`config.mk`:
```
export PLATFORM = sky130hd
export DESIGN_NAME = arbitro_multiplicador
export DESIGN_NICKNAME = d
export VERILOG_FILES = /design/src/rtl/arbitro_multiplicador.sv
export SDC_FILE = /design/constraint.sdc
export NUM_CORES = 1
export LEC_CHECK = 0
export BUFFER_PORTS_ARGS = -buffer_cell sky130_fd_sc_hd__buf_2
export CAP_MARGIN = 20
export CORE_MARGIN = 2
export CORE_UTILIZATION = 25
export CTS_BUF_LIST = sky130_fd_sc_hd__clkbuf_2
export DETAILED_ROUTE_END_ITERATION = 12
export PLACE_DENSITY = 0.49
export RECOVER_POWER = 50
export REMOVE_ABC_BUFFERS = 1
export SLEW_MARGIN = 20
export SYNTH_ARGS = -nofsm -noshare
export SYNTH_HDL_FRONTEND = slang
export SYNTH_SLANG_ARGS = --single-unit
export TNS_END_PERCENT = 10
```
`constraint.sdc`:
```
create_clock -name Clk -period 3.4 [get_ports Clk]
set_clock_uncertainty 0.1 [all_clocks]
set_input_delay 0.17 -clock Clk [delete_from_list [all_inputs] [get_ports Clk]]
set_output_delay 0.17 -clock Clk [all_outputs]
set_load 0.02 [all_outputs]
```
`src/rtl/arbitro_multiplicador.sv`:
```
// Round-robin arbiter/sequencer sharing one 16x16 shift-add multiplier among N requesters.
// Build macro ARB_ZERO_BYPASS_EN: a zero operand skips the multiplier and completes in one DONE cycle.
module arbitro_multiplicador #(
  parameter int N       = 4,
  parameter int W       = 16,
  parameter int TIMEOUT = 64
) (
  input  logic             Clk,
  input  logic             Rst_n,
  input  logic [N-1:0]     Req,
  input  logic [N*W-1:0]   Multiplicando_in,
  input  logic [N*W-1:0]   Multiplicador_in,
  output logic [N-1:0]     Ack,
  output logic [N-1:0]     Valid,
  output logic [2*W-1:0]   Resultado,
  output logic             Erro,
  output logic             Busy,
  output logic             Mul_St,
  output logic [W-1:0]     Mul_A,
  output logic [W-1:0]     Mul_B,
  input  logic             Mul_Done,
  input  logic             Mul_Idle,
  input  logic [2*W-1:0]   Mul_Produto
);

  localparam int ID_W  = (N > 1) ? $clog2(N) : 1;
  localparam int CNT_W = $clog2(TIMEOUT + 1);

  typedef enum logic [1:0] {
    S_IDLE  = 2'b00,
    S_START = 2'b01,
    S_WAIT  = 2'b10,
    S_DONE  = 2'b11
  } state_t;

  state_t           r_state;
  state_t           w_state_nxt;
  logic [ID_W-1:0]  r_ptr;
  logic [ID_W-1:0]  w_ptr_nxt;
  logic [ID_W-1:0]  r_id;
  logic [ID_W-1:0]  w_id_nxt;
  logic [CNT_W-1:0] r_cnt;
  logic [CNT_W-1:0] w_cnt_nxt;
  logic [CNT_W-1:0] w_cnt_inc;
  logic             r_armed;
  logic             w_armed_nxt;

  logic [N-1:0]     r_ack;
  logic [N-1:0]     w_ack_nxt;
  logic [N-1:0]     r_valid;
  logic [N-1:0]     w_valid_nxt;
  logic [2*W-1:0]   r_resultado;
  logic [2*W-1:0]   w_resultado_nxt;
  logic             r_erro;
  logic             w_erro_nxt;
  logic             r_busy;
  logic             w_busy_nxt;
  logic             r_mul_st;
  logic             w_mul_st_nxt;
  logic [W-1:0]     r_mul_a;
  logic [W-1:0]     w_mul_a_nxt;
  logic [W-1:0]     r_mul_b;
  logic [W-1:0]     w_mul_b_nxt;

  logic [ID_W:0]    w_pick;
  logic             w_found;
  logic [ID_W-1:0]  w_win;
  logic [W-1:0]     w_win_a;
  logic [W-1:0]     w_win_b;
  logic             w_unused_mul_idle;

  function automatic logic [N-1:0] f_onehot(input logic [ID_W-1:0] idx);
    logic [N-1:0] v;
    v      = '0;
    v[idx] = 1'b1;
    return v;
  endfunction

  // Scan upward from ptr with wrap; returns {found, winner}.
  function automatic logic [ID_W:0] f_rr_pick(input logic [ID_W-1:0] ptr,
                                              input logic [N-1:0]    req);
    logic [ID_W:0]   sum;
    logic [ID_W-1:0] idx;
    logic [ID_W-1:0] win;
    logic            found;
    found = 1'b0;
    win   = '0;
    for (int off = 0; off < N; off++) begin
      sum   = {1'b0, ptr} + (ID_W+1)'(off);
      sum   = (sum >= (ID_W+1)'(N)) ? (sum - (ID_W+1)'(N)) : sum;
      idx   = sum[ID_W-1:0];
      win   = (!found && req[idx]) ? idx : win;
      found = found | req[idx];
    end
    return {found, win};
  endfunction

  assign w_pick            = f_rr_pick(r_ptr, Req);
  assign w_found           = w_pick[ID_W];
  assign w_win             = w_pick[ID_W-1:0];
  assign w_win_a           = Multiplicando_in[w_win*W +: W];
  assign w_win_b           = Multiplicador_in[w_win*W +: W];
  assign w_cnt_inc         = r_cnt + 1'b1;
  assign w_unused_mul_idle = Mul_Idle;

`ifdef ARB_ZERO_BYPASS_EN
  logic w_zero_op;
  assign w_zero_op = (w_win_a == '0) || (w_win_b == '0);
`endif

  // Next-state and next-output logic; outputs are computed for the state being entered.
  always_comb begin
    w_state_nxt     = r_state;
    w_ptr_nxt       = r_ptr;
    w_id_nxt        = r_id;
    w_cnt_nxt       = r_cnt;
    w_armed_nxt     = r_armed;
    w_ack_nxt       = '0;
    w_valid_nxt     = '0;
    w_resultado_nxt = r_resultado;
    w_erro_nxt      = 1'b0;
    w_mul_st_nxt    = 1'b0;
    w_mul_a_nxt     = r_mul_a;
    w_mul_b_nxt     = r_mul_b;

    case (r_state)
      S_IDLE: begin
        if (w_found) begin
          w_id_nxt    = w_win;
          w_mul_a_nxt = w_win_a;
          w_mul_b_nxt = w_win_b;
          w_ack_nxt   = f_onehot(w_win);
`ifdef ARB_ZERO_BYPASS_EN
          if (w_zero_op) begin
            w_valid_nxt     = f_onehot(w_win);
            w_resultado_nxt = '0;
            w_state_nxt     = S_DONE;
          end else begin
            w_mul_st_nxt = 1'b1;
            w_state_nxt  = S_START;
          end
`else
          w_mul_st_nxt = 1'b1;
          w_state_nxt  = S_START;
`endif
        end else begin
          w_state_nxt = S_IDLE;
        end
      end

      S_START: begin
        w_armed_nxt = 1'b0;
        w_cnt_nxt   = '0;
        w_state_nxt = S_WAIT;
      end

      S_WAIT: begin
        // A Done seen before any low cycle is left over from the previous operation.
        w_armed_nxt = r_armed | ~Mul_Done;
        if (r_armed && Mul_Done) begin
          w_resultado_nxt = Mul_Produto;
          w_valid_nxt     = f_onehot(r_id);
          w_state_nxt     = S_DONE;
        end else if (w_cnt_inc == CNT_W'(TIMEOUT)) begin
          w_cnt_nxt       = w_cnt_inc;
          w_resultado_nxt = '0;
          w_erro_nxt      = 1'b1;
          w_valid_nxt     = f_onehot(r_id);
          w_state_nxt     = S_DONE;
        end else begin
          w_cnt_nxt = w_cnt_inc;
        end
      end

      S_DONE: begin
        w_ptr_nxt   = (r_id == ID_W'(N - 1)) ? '0 : (r_id + 1'b1);
        w_state_nxt = S_IDLE;
      end

      default: begin
        w_state_nxt = S_IDLE;
      end
    endcase

    w_busy_nxt = (w_state_nxt != S_IDLE);
  end

  // FSM state register.
  always_ff @(posedge Clk or negedge Rst_n) begin
    if (!Rst_n) begin
      r_state <= S_IDLE;
    end else begin
      r_state <= w_state_nxt;
    end
  end

  // Control, datapath and output registers.
  always_ff @(posedge Clk or negedge Rst_n) begin
    if (!Rst_n) begin
      r_ptr       <= '0;
      r_id        <= '0;
      r_cnt       <= '0;
      r_armed     <= 1'b0;
      r_ack       <= '0;
      r_valid     <= '0;
      r_resultado <= '0;
      r_erro      <= 1'b0;
      r_busy      <= 1'b0;
      r_mul_st    <= 1'b0;
      r_mul_a     <= '0;
      r_mul_b     <= '0;
    end else begin
      r_ptr       <= w_ptr_nxt;
      r_id        <= w_id_nxt;
      r_cnt       <= w_cnt_nxt;
      r_armed     <= w_armed_nxt;
      r_ack       <= w_ack_nxt;
      r_valid     <= w_valid_nxt;
      r_resultado <= w_resultado_nxt;
      r_erro      <= w_erro_nxt;
      r_busy      <= w_busy_nxt;
      r_mul_st    <= w_mul_st_nxt;
      r_mul_a     <= w_mul_a_nxt;
      r_mul_b     <= w_mul_b_nxt;
    end
  end

  assign Ack       = r_ack;
  assign Valid     = r_valid;
  assign Resultado = r_resultado;
  assign Erro      = r_erro;
  assign Busy      = r_busy;
  assign Mul_St    = r_mul_st;
  assign Mul_A     = r_mul_a;
  assign Mul_B     = r_mul_b;

endmodule

```
# After elaboration in Yosys (flattened, before gate mapping)
# Index checks and enable logic that the tools add are counted.
# W data, S select, Z words.
# classes
n_addsub	9
multipliers	0
div_mod_pow	0
order_cmp	12
n_eq_ne	6
shifts	2
mux	40
n_bitwise	5
n_reduce_logical	16
# ops
op	n
$shiftx A64 B7 Y16	2
$mux W32	2
$mux W2	11
$mux W4	5
$lt A2 B3 Y1 const B	6
$pmux W7 S2	1
$mux W1	12
$ge A3 B3 Y1 const B	3
$bmux W1 S2	4
$pmux W2 S4	1
$sub A2 B1 Y2 const B	4
$add A7 B1 Y7 const B	1
$eq A7 B7 Y1 const B	1
$mux W7	1
$add A2 B2 Y3 const B	2
$eq A2 B2 Y1 const B	3
$logic_and A1 B1 Y1	6
$reduce_and A2 Y1	3
$reduce_bool A2 Y1	3
$demux W1 S2	2
$ge A2 B1 Y1 const B	2
$or A1 B1 Y1	4
$add A2 B1 Y3 const B	1
$ge A2 B3 Y1 const B	1
other kinds (7)	9
# totals
register_bits	89
latchBits	0
ram_bits	0
rom_bits	0
input_bits	168
output_inout_bits	75
word_cells	103
mem_count	0

# Depth between registers and ports, before layout
# Gate-level depths: netlist of the first run.
# depth
ltp_word	16
mapped_depth	8
ltp_nobuf	6

# Least setup slack after synthesis of the first run
# No wires, ideal clock.
# synth_path
path_type	reg-to-reg
from	register r_cnt[0]
to	register r_resultado[10] (netlist: Resultado[10])
setup_ns	0.127
arrival_time_ns	1.615
required_ns	3.173
setup_slack_ns	1.558
path_stages_with_launch	8
n_path_buf	1
period_less_slack_ns	1.842
path_cell_list	dfrtp_1 ha_1 nor3_1 a31o_2 nand4_1 nor2_2 buf_2 o21ai_1
# synth_via
elab_chain_len	4
# synth_rtl
item	line_no	text
start: declaration	42	logic [CNT_W-1:0] r_cnt;
start signal: assignment	215	r_cnt <= w_cnt_nxt;
$add A7 B1 Y7	103	assign w_cnt_inc = r_cnt + 1'b1;
$eq A7 B7 Y1	164	end else if (w_cnt_inc == CNT_W'(TIMEOUT)) begin
$reduce_bool A2 Y1 (no line)	--	
$reduce_and A2 Y1 (no line)	--	
end signal: assignment	219	r_resultado <= w_resultado_nxt;
end: declaration	52	logic [2*W-1:0] r_resultado;
# No other way between the ends.
# A chain may end at the register's enable or synchronous reset.

# Final worst setup path of the first run
# layout_path
from	register r_ptr[1]
to	register r_mul_b[8] (netlist: Mul_B[8])
# layout_via
elab_chain_len	11
word_cells_on_any_way	38
cone_classes	7 x add/sub; 4 x order compare; 1 x shift; 16 x mux; 3 x bitwise; 7 x reduce/logical
# layout_rtl
item	line_no	text
start: declaration	38	logic [ID_W-1:0] r_ptr;
start signal: assignment	213	r_ptr <= w_ptr_nxt;
$add A2 B1 Y3	89	sum = {1'b0, ptr} + (ID_W+1)'(off);
$ge A3 B3 Y1 or $sub A2 B1 Y2 (tied branches)	90	sum = (sum >= (ID_W+1)'(N)) ? (sum - (ID_W+1)'(N)) : sum;
$mux W2	90	
$bmux W1 S2	92, 93	
$mux W1 (not written as such)	92, 93	
$or A1 B1 Y1	93	found = found | req[idx];
$logic_not A1 Y1 or $or A1 B1 Y1 (tied branches)	92, 93	
$logic_and A1 B1 Y1 or $logic_not A1 Y1 (tied branches)	92	win = (!found && req[idx]) ? idx : win;
$mux W2 or $logic_and A1 B1 Y1 (tied branches)	92	
$mux W2	92	
$shiftx A64 B7 Y16	102	assign w_win_b = Multiplicador_in[w_win*W +: W];
end signal: assignment	224	r_mul_b <= w_mul_b_nxt;
end: declaration	62	logic [W-1:0] r_mul_b;
# Parallel ways exist; a longest one is shown, timed or not. The select of a mux whose other input is x is not followed.

==> results.yml, run 1 <==
routing:
  vias_per_cell: 4.744
  drc: 0
  wl_mm: 16.06
  drtPass1Iterations: 4
  drtIter0Drc: 154
  vias: 4991
  routedWlPerCell_um: 15.27
  drtAntennaViolNets: 0
placement:
  gp_congestion: 0.8807
  dp_hpwl_mm: 10.96
  dp.cells: 885
  port_buffers: 241
flow_run:
  cap_violations: 0
clocking:
  cts_made_buffers: 9
  clockRootBuffer: "clkbuf_2"
  cts_sinks: 89
  clk_latency_ps: 570
  cts.clk_slew.worst_paths_ps: 260
  post-cts-setup-buffer-count: 0
  cts_tree: "done"
  clock_path_buffers: 2
  htree_levels: 3
finish:
  finalNetCount: 996
  layoutNonFillerInstCount: 1052
  utilization_pct: 42.26
  area_growth_pct: 64.21
  drive_gt1_share_pct: 30.41
floorplanning:
  chipHeight_um: 140.7
  die_area_mm2: 0.01979
  coreArea_mm2: 0.01815
  io-pin-count: 243
  rows: 49
  start_util_pct: 25.74
  die_x_um: 140.7
sta:
  fin_crit_sh_pct: 95.78
  fin_crit_ps: 3256
  grt_setup_unrepaired: "false"
  final-setup-viol-count: 0
  drv_slew: 0
  slew_headroom_pct: 6.762
  tightest_slew_ps: 1399
  final_hold_viol_count: 0
  clock.fmax_mhz: 307.1
critical_path:
  reg2reg_depth: 8
  crit_fanout: 46
  cp-end-kind: "register"
  critPathArrivalTime_ps: 3640
  reg2reg_from: "r_ptr[1]$_DFFE_PN0N_"
  r2r_end: "Mul_B[8]$_DFFE_PN0P_"
  critPathKind: "register to register"
  start_kind: "register"
  required_ps: 3780
  rrSetupSlack_ps: 140
power_and_ir_drop:
  internal_power_w: 0.003487
  pwr-share-comb_pct: 61.2
  power_density_mw_per_mm2: 807.8
  p_total_w: 0.006196
  power_leakage_nw: 3.747
  switching_share_pct: 43.72
  seqPwrFrac_pct: 30.1
  p_sw_w: 0.002709
  clkPwrFrac_pct: 8.7
  ir_drop_mv: 0.3860
grt:
  track_usage_pct: 15.97
  grt_pass1_wl_mm: 25.61
  antenna_found_initial: 1
  grt_max_degree: 55
  grt_pass1_vias: 5190
  gr-total-overflow: 0
min_path:
  hold_path_depth: 4
  hold-path-endpoint: "Resultado[12]$_DFFE_PN0P_"
  hold_class: "input port to register"
  min_from: "Mul_Produto[12]"
synth:
  synth_top_area_share_pct: 47.68
  synth_warnings: 0
  synth-seq-cells: 89
  seq_area_frac_synth_pct: 47.68
  synth_area_leader_cell: "dfrtp_1"
  ys_types: 42
  syn_area_mm2: 0.004671
  synthTopCellsByArea: "dfrtp_1 48%, mux2i_1 14%, nand2_1 6.1%"
  syn_inst: 437
  avgSynthCellArea_um2: 10.69
status:
  status: "complete, no violations"
## flip-flops by register name, summed over array words and instances (netlist names), 2 cells and up
| register | flops |
|---|---|
| Ack | 4 |
| Mul_A | 16 |
| Mul_B | 16 |
| Resultado | 32 |
| Valid | 4 |
| r_cnt | 7 |
| r_id | 2 |
| r_ptr | 2 |
| r_state | 2 |
## worst max path at each step
stage                                    start  depth (start not counted)  slack [ps]                     to
after global routing      r_ptr[1]$_DFFE_PN0N_                          8          10   Mul_A[6]$_DFFE_PN0P_
after CTS                 r_ptr[1]$_DFFE_PN0N_                          8          40   Mul_A[6]$_DFFE_PN0P_
after floorplan                         Req[0]                          3       -1190   Mul_A[0]$_DFFE_PN0P_
after global placement    r_ptr[1]$_DFFE_PN0N_                          6        1200  Mul_A[13]$_DFFE_PN0P_
after detailed placement  r_state[0]$_DFF_PN0_                          7        1080   r_cnt[2]$_DFFE_PN0P_
final                     r_ptr[1]$_DFFE_PN0N_                          8         140   Mul_B[8]$_DFFE_PN0P_
## per-stage QoR
stage / hold slack, ps / setup TNS [ps] / worst slack [ps] / area, um2
floorplan: -225.6 / -43810 / -1193 / 4498
global placement: 168.1 / 0 / 1204 / 6091
detailed placement: 184.8 / 0 / 1082 / 6091
CTS: 3.438 / 0 / 41.73 / 7710
global route: 173.7 / 0 / 12.54 / 7670
finish: 258.0 / 0 / 143.6 / 7670
## layer usage
layer  GRT usage (%)  part of all wire (%)
met4           5.526                   1.8
met5               0                     0
met2           28.24                    53
met3           3.295                   4.5
met1           19.31                    41
## synth_stat cells
| master | number |
|---|---|
| o21ai_1 | 32 |
| xor2_1 | 1 |
| ha_1 | 10 |
| a31o_2 | 1 |
| mux2_2 | 2 |
| buf_6 | 4 |
| a21oi_1 | 5 |
| clkinv_1 | 1 |
| o2111ai_1 | 1 |
| o21ai_0 | 10 |
| o21ai_2 | 1 |
| nand2_1 | 76 |
| nand2b_1 | 3 |
| nand4_1 | 1 |
| and2_1 | 2 |
| o41ai_1 | 1 |
| nor2_1 | 8 |
| nor2_2 | 1 |
| nor3b_2 | 1 |
| nor3_1 | 2 |
| clkbuf_1 | 11 |
| dfrtp_1 | 89 |
| a211oi_1 | 1 |
| buf_2 | 12 |
| o211a_1 | 4 |
| or3_1 | 2 |
| nand2_4 | 1 |
| and3_1 | 1 |
| buf_4 | 3 |
| a22oi_1 | 32 |
| buf_1 | 1 |
| o221ai_1 | 22 |
| nand3_1 | 3 |
| mux2i_1 | 66 |
| a32o_1 | 1 |
| a2bb2oi_4 | 1 |
| xnor2_1 | 3 |
| inv_2 | 1 |
| a21boi_1 | 1 |
| a21o_1 | 4 |
| o221ai_2 | 10 |
| inv_1 | 5 |
## power by group through the flow
stage / clock network (W) / logic [W] / registers [W]
detailed placement: 0 / 0.00309 / 0.00187
CTS: 0.000579 / 0.00382 / 0.00185
floorplan: 0 / 0.00157 / 0.00233
finish: 0.000540 / 0.00379 / 0.00186
global route: 0.000618 / 0.00414 / 0.00193
global placement: 0 / 0.00302 / 0.00186
## cell type report
class                   instances  area (um2)
diodes                          1       2.502
clock buffers                  10       50.05
clock inverters                 5       57.56
fillers                      1773       10480
inverters                       7       26.28
multi-input cells             310        2263
flip-flops and latches         89        2227
well taps                     229       286.5
repair buffers                401        2756
## critical path, cell delays in order, from the launching register on
cell and delay, ps:
dfrtp_1 530, mux2i_1 310, a2bb2oi_4 120, nand2_8 190, buf_16 290, mux2i_1 230, dlygate4sd3_1 580, o221ai_1 120
dlygate4sd3_1 620
## cells by family after synthesis
| group | after synthesis | share of synthesized area, % |
|---|---|---|
| AO/OA/AOI/OAI | 127 | 20.87 |
| XOR/XNOR | 4 | 0.7502 |
| adder cells (fa/ha/maj) | 10 | 2.679 |
| buffers and inverters | 38 | 4.259 |
| flip-flops | 89 | 47.68 |
| multiplexers | 68 | 14.63 |
| AND/OR/NAND/NOR | 101 | 9.135 |
## cells in the final DEF, fill, tap and decap left out, types with 2 or more instances in the layout
master         instances
and2_1                 2
a21oi_1                5
a21o_1                 4
clkinv_2               2
o221ai_1              22
clkinv_4               2
a22oi_1               32
o21ai_0               10
inv_1                  5
nor3_1                 2
xnor2_1                3
mux2i_1               66
o21ai_1               32
dfrtp_1               89
or3_1                  2
dlygate4sd3_1        151
nand2_1               76
o221ai_2              10
mux2_2                 2
ha_1                  10
buf_2                207
clkbuf_1              35
nor2_2                 2
buf_4                  6
nand3_1                3
nand2b_1               3
nor2_1                 7
o211a_1                4
clkbuf_2              11
## timing repair
| action | 4_1_cts | 5_1_grt |
|---|---|---|
| gates resized for setup | 0 | 2 |
| hold endpoints to repair | 135 | 0 |
| hold buffers | 151 | 0 |
| endpoints found under the setup margin | 0 | 23 |
(Power assumes the default switching activity.)
==> inputs of run 2 (changes only) <==
==> constraint.sdc (replaced) <==
create_clock -name Clk -period 3.4 [get_ports Clk]
set_clock_uncertainty 0.1 [all_clocks]
set_input_delay 0.17 -clock Clk [delete_from_list [all_inputs] [get_ports Clk]]
set_output_delay 0.17 -clock Clk [all_outputs]
set_load 0.005 [all_outputs]
==> run 2 against run 1 <==
Largest cell class unchanged; sequential share of layout area about the same; critical path depth unchanged; final cell count unchanged; setup slack improved by 3.4 ps; count of clock-buffer cells in the layout unchanged; maximum frequency increased by 0.10%; die area unchanged; via count about the same; combinational power decreased by 12%; clock power about the same.
==> results.yml, run 2 (same netlist as run 1, synthesis figures left out) <==
status:
  status: "complete, no violations"
clocking:
  cts.clk_slew.worst_paths_ps: 260
  clk_latency_ps: 570
  htree_levels: 3
  cts_tree: "done"
  cts_sinks: 89
  cts_made_buffers: 9
  clockRootBuffer: "clkbuf_2"
  clock_path_buffers: 2
routing:
  routedWlPerCell_um: 15.27
  wl_mm: 16.06
  drc: 0
  vias_per_cell: 4.741
  drtIter0Drc: 162
  drtPass1Iterations: 4
  vias: 4988
  drtAntennaViolNets: 0
grt:
  grt_pass1_vias: 5190
  use_met3_pct: 3.295
  use_met2_pct: 28.24
  antenna_found_initial: 1
  grt_max_degree: 55
  track_usage_pct: 15.97
  grt_pass1_wl_mm: 25.61
  met1_usage_pct: 19.31
  gr-total-overflow: 0
  top_usage_layer: "met2"
power_and_ir_drop:
  power_leakage_nw: 3.769
  pwr-share-comb_pct: 58.1
  switching_share_pct: 39.19
  ir_drop_mv: 0.3311
  power_density_mw_per_mm2: 747.1
  p_total_w: 0.005737
  p_sw_w: 0.002248
  internal_power_w: 0.003489
  clkPwrFrac_pct: 9.4
  seqPwrFrac_pct: 32.5
placement:
  dp_hpwl_mm: 10.96
  dpl-instance-area_mm2: 0.006091
  gp_congestion: 0.8807
  port_buffers: 241
finish:
  drive_gt1_share_pct: 31.27
  nFillCells: 1766
  stdcell_area_mm2: 0.007679
  largest_reg_flops: 32
  finalNetCount: 996
  final_common_cell: "buf_2"
  final_cell_mix: "214 x buf_2, 151 x dlygate4sd3_1, 89 x dfrtp_1"
  area_growth_pct: 64.40
sta:
  fin_crit_ps: 3253
  drv_slew: 0
  final_hold_viol_count: 0
  final-setup-viol-count: 0
  slew_headroom_pct: 6.327
  grt_setup_unrepaired: "false"
  fin_crit_sh_pct: 95.68
  clock.fmax_mhz: 307.4
  tightest_slew_ps: 1405
floorplanning:
  rows: 49
  chipHeight_um: 140.7
  io-pin-count: 243
  start_util_pct: 25.74
  die_area_mm2: 0.01979
  die_x_um: 140.7
  coreArea_mm2: 0.01815
critical_path:
  crit_start: "r_ptr[1]$_DFFE_PN0N_"
  start_kind: "register"
  slowest_stage: "dlygate4sd3_1"
  required_ps: 3780
  cpLargestDelayFamily: "buffers and inverters"
  cp_num_buf_inv: 3
  critPathKind: "register to register"
  cp-end-kind: "register"
  crit_fanout: 46
  crit_chain: "mux2i_1, a2bb2oi_4, nand2_8, buf_16, mux2i_1, dlygate4sd3_1, o221ai_1, dlygate4sd3_1"
  reg2reg_from: "r_ptr[1]$_DFFE_PN0N_"
  critPathArrivalTime_ps: 3640
  critPathMaxStageDelay_ps: 620
min_path:
  min_from: "Mul_Produto[12]"
  hold_class: "input port to register"
flow_run:
  cap_violations: 0
-- run 2: cell types whose count changed in the layout (fill, tap and decap cells not counted), sizes merged --
cell,delta
clkbuf,-7
buf,+7
-- run 2: final timing paths --
kind | to | slack, ps | cells past startpoint
worst max-delay path | Mul_B[8]$_DFFE_PN0P_ | 150 | 8
worst min-delay path | Resultado[12]$_DFFE_PN0P_ | 250 | 4
worst max register to register | Mul_B[8]$_DFFE_PN0P_ | 150 | 8
worst min register to register | r_cnt[6]$_DFFE_PN0P_ | 450 | 2
max in group asynchronous | Resultado[3]$_DFFE_PN0P_ | 1260 | 3
min in group asynchronous | Mul_A[2]$_DFFE_PN0P_ | 300 | 2
-- run 2: cell type report --
type | instances | area, um2 | share of cell area [%]
clock inverters | 5 | 57.56 | 0.7496
clock buffers | 10 | 50.05 | 0.6518
flip-flops and latches | 89 | 2227 | 29.00
diodes | 1 | 2.502 | 0.03259
multi-input cells | 310 | 2263 | 29.48
inverters | 7 | 26.28 | 0.3422
well taps | 229 | 286.5 | 3.731
repair buffers | 401 | 2765 | 36.01
-- run 2: layer usage --
| layer | wire (um) | up-vias |
|---|---|---|
| met5 | 0 | - |
| met4 | 293 | 0 |
| met3 | 666 | 20 |
| met2 | 8499 | 132 |
| met1 | 6603 | 2462 |
| li1 | - | 2374 |
-- run 2: metrics by stage --
stage               worst slack (ps)  setup TNS (ps)  std cells  utilization, %  hold WS [ps]
CTS                            41.73               0       1051           42.48         3.438
detailed placement              1082               0        885           33.56         184.8
floorplan                      -1193          -43810        406               -        -225.6
finish                         147.0               0       1052           42.31         250.1
global placement                1204               0        885           33.56         168.1
global route                   12.54               0       1052           42.31         173.7
-- run 2: worst register-to-register path, stage by stage, from the launching register on --
cell and delay (ps):
dfrtp_1 530, mux2i_1 320, a2bb2oi_4 120, nand2_8 200
buf_16 300, mux2i_1 290, dlygate4sd3_1 580, o221ai_1 120
dlygate4sd3_1 620
-- run 2: power by group through the flow --
stage          sequential (W)  combinational (W)  clock [W]
2_1_floorplan         0.00187            0.00157          0
3_3_place_gp          0.00186            0.00255          0
3_5_place_dp          0.00187            0.00262          0
4_1_cts               0.00185            0.00335   0.000579
5_1_grt               0.00193            0.00369   0.000618
6_report              0.00186            0.00334   0.000540
-- run 2: repair_timing --
item,CTS,global route
gates resized for setup,0,2
buffers inserted,0,0
hold buffers,151,0
setup endpoints to repair,0,23
hold endpoints to repair,135,0
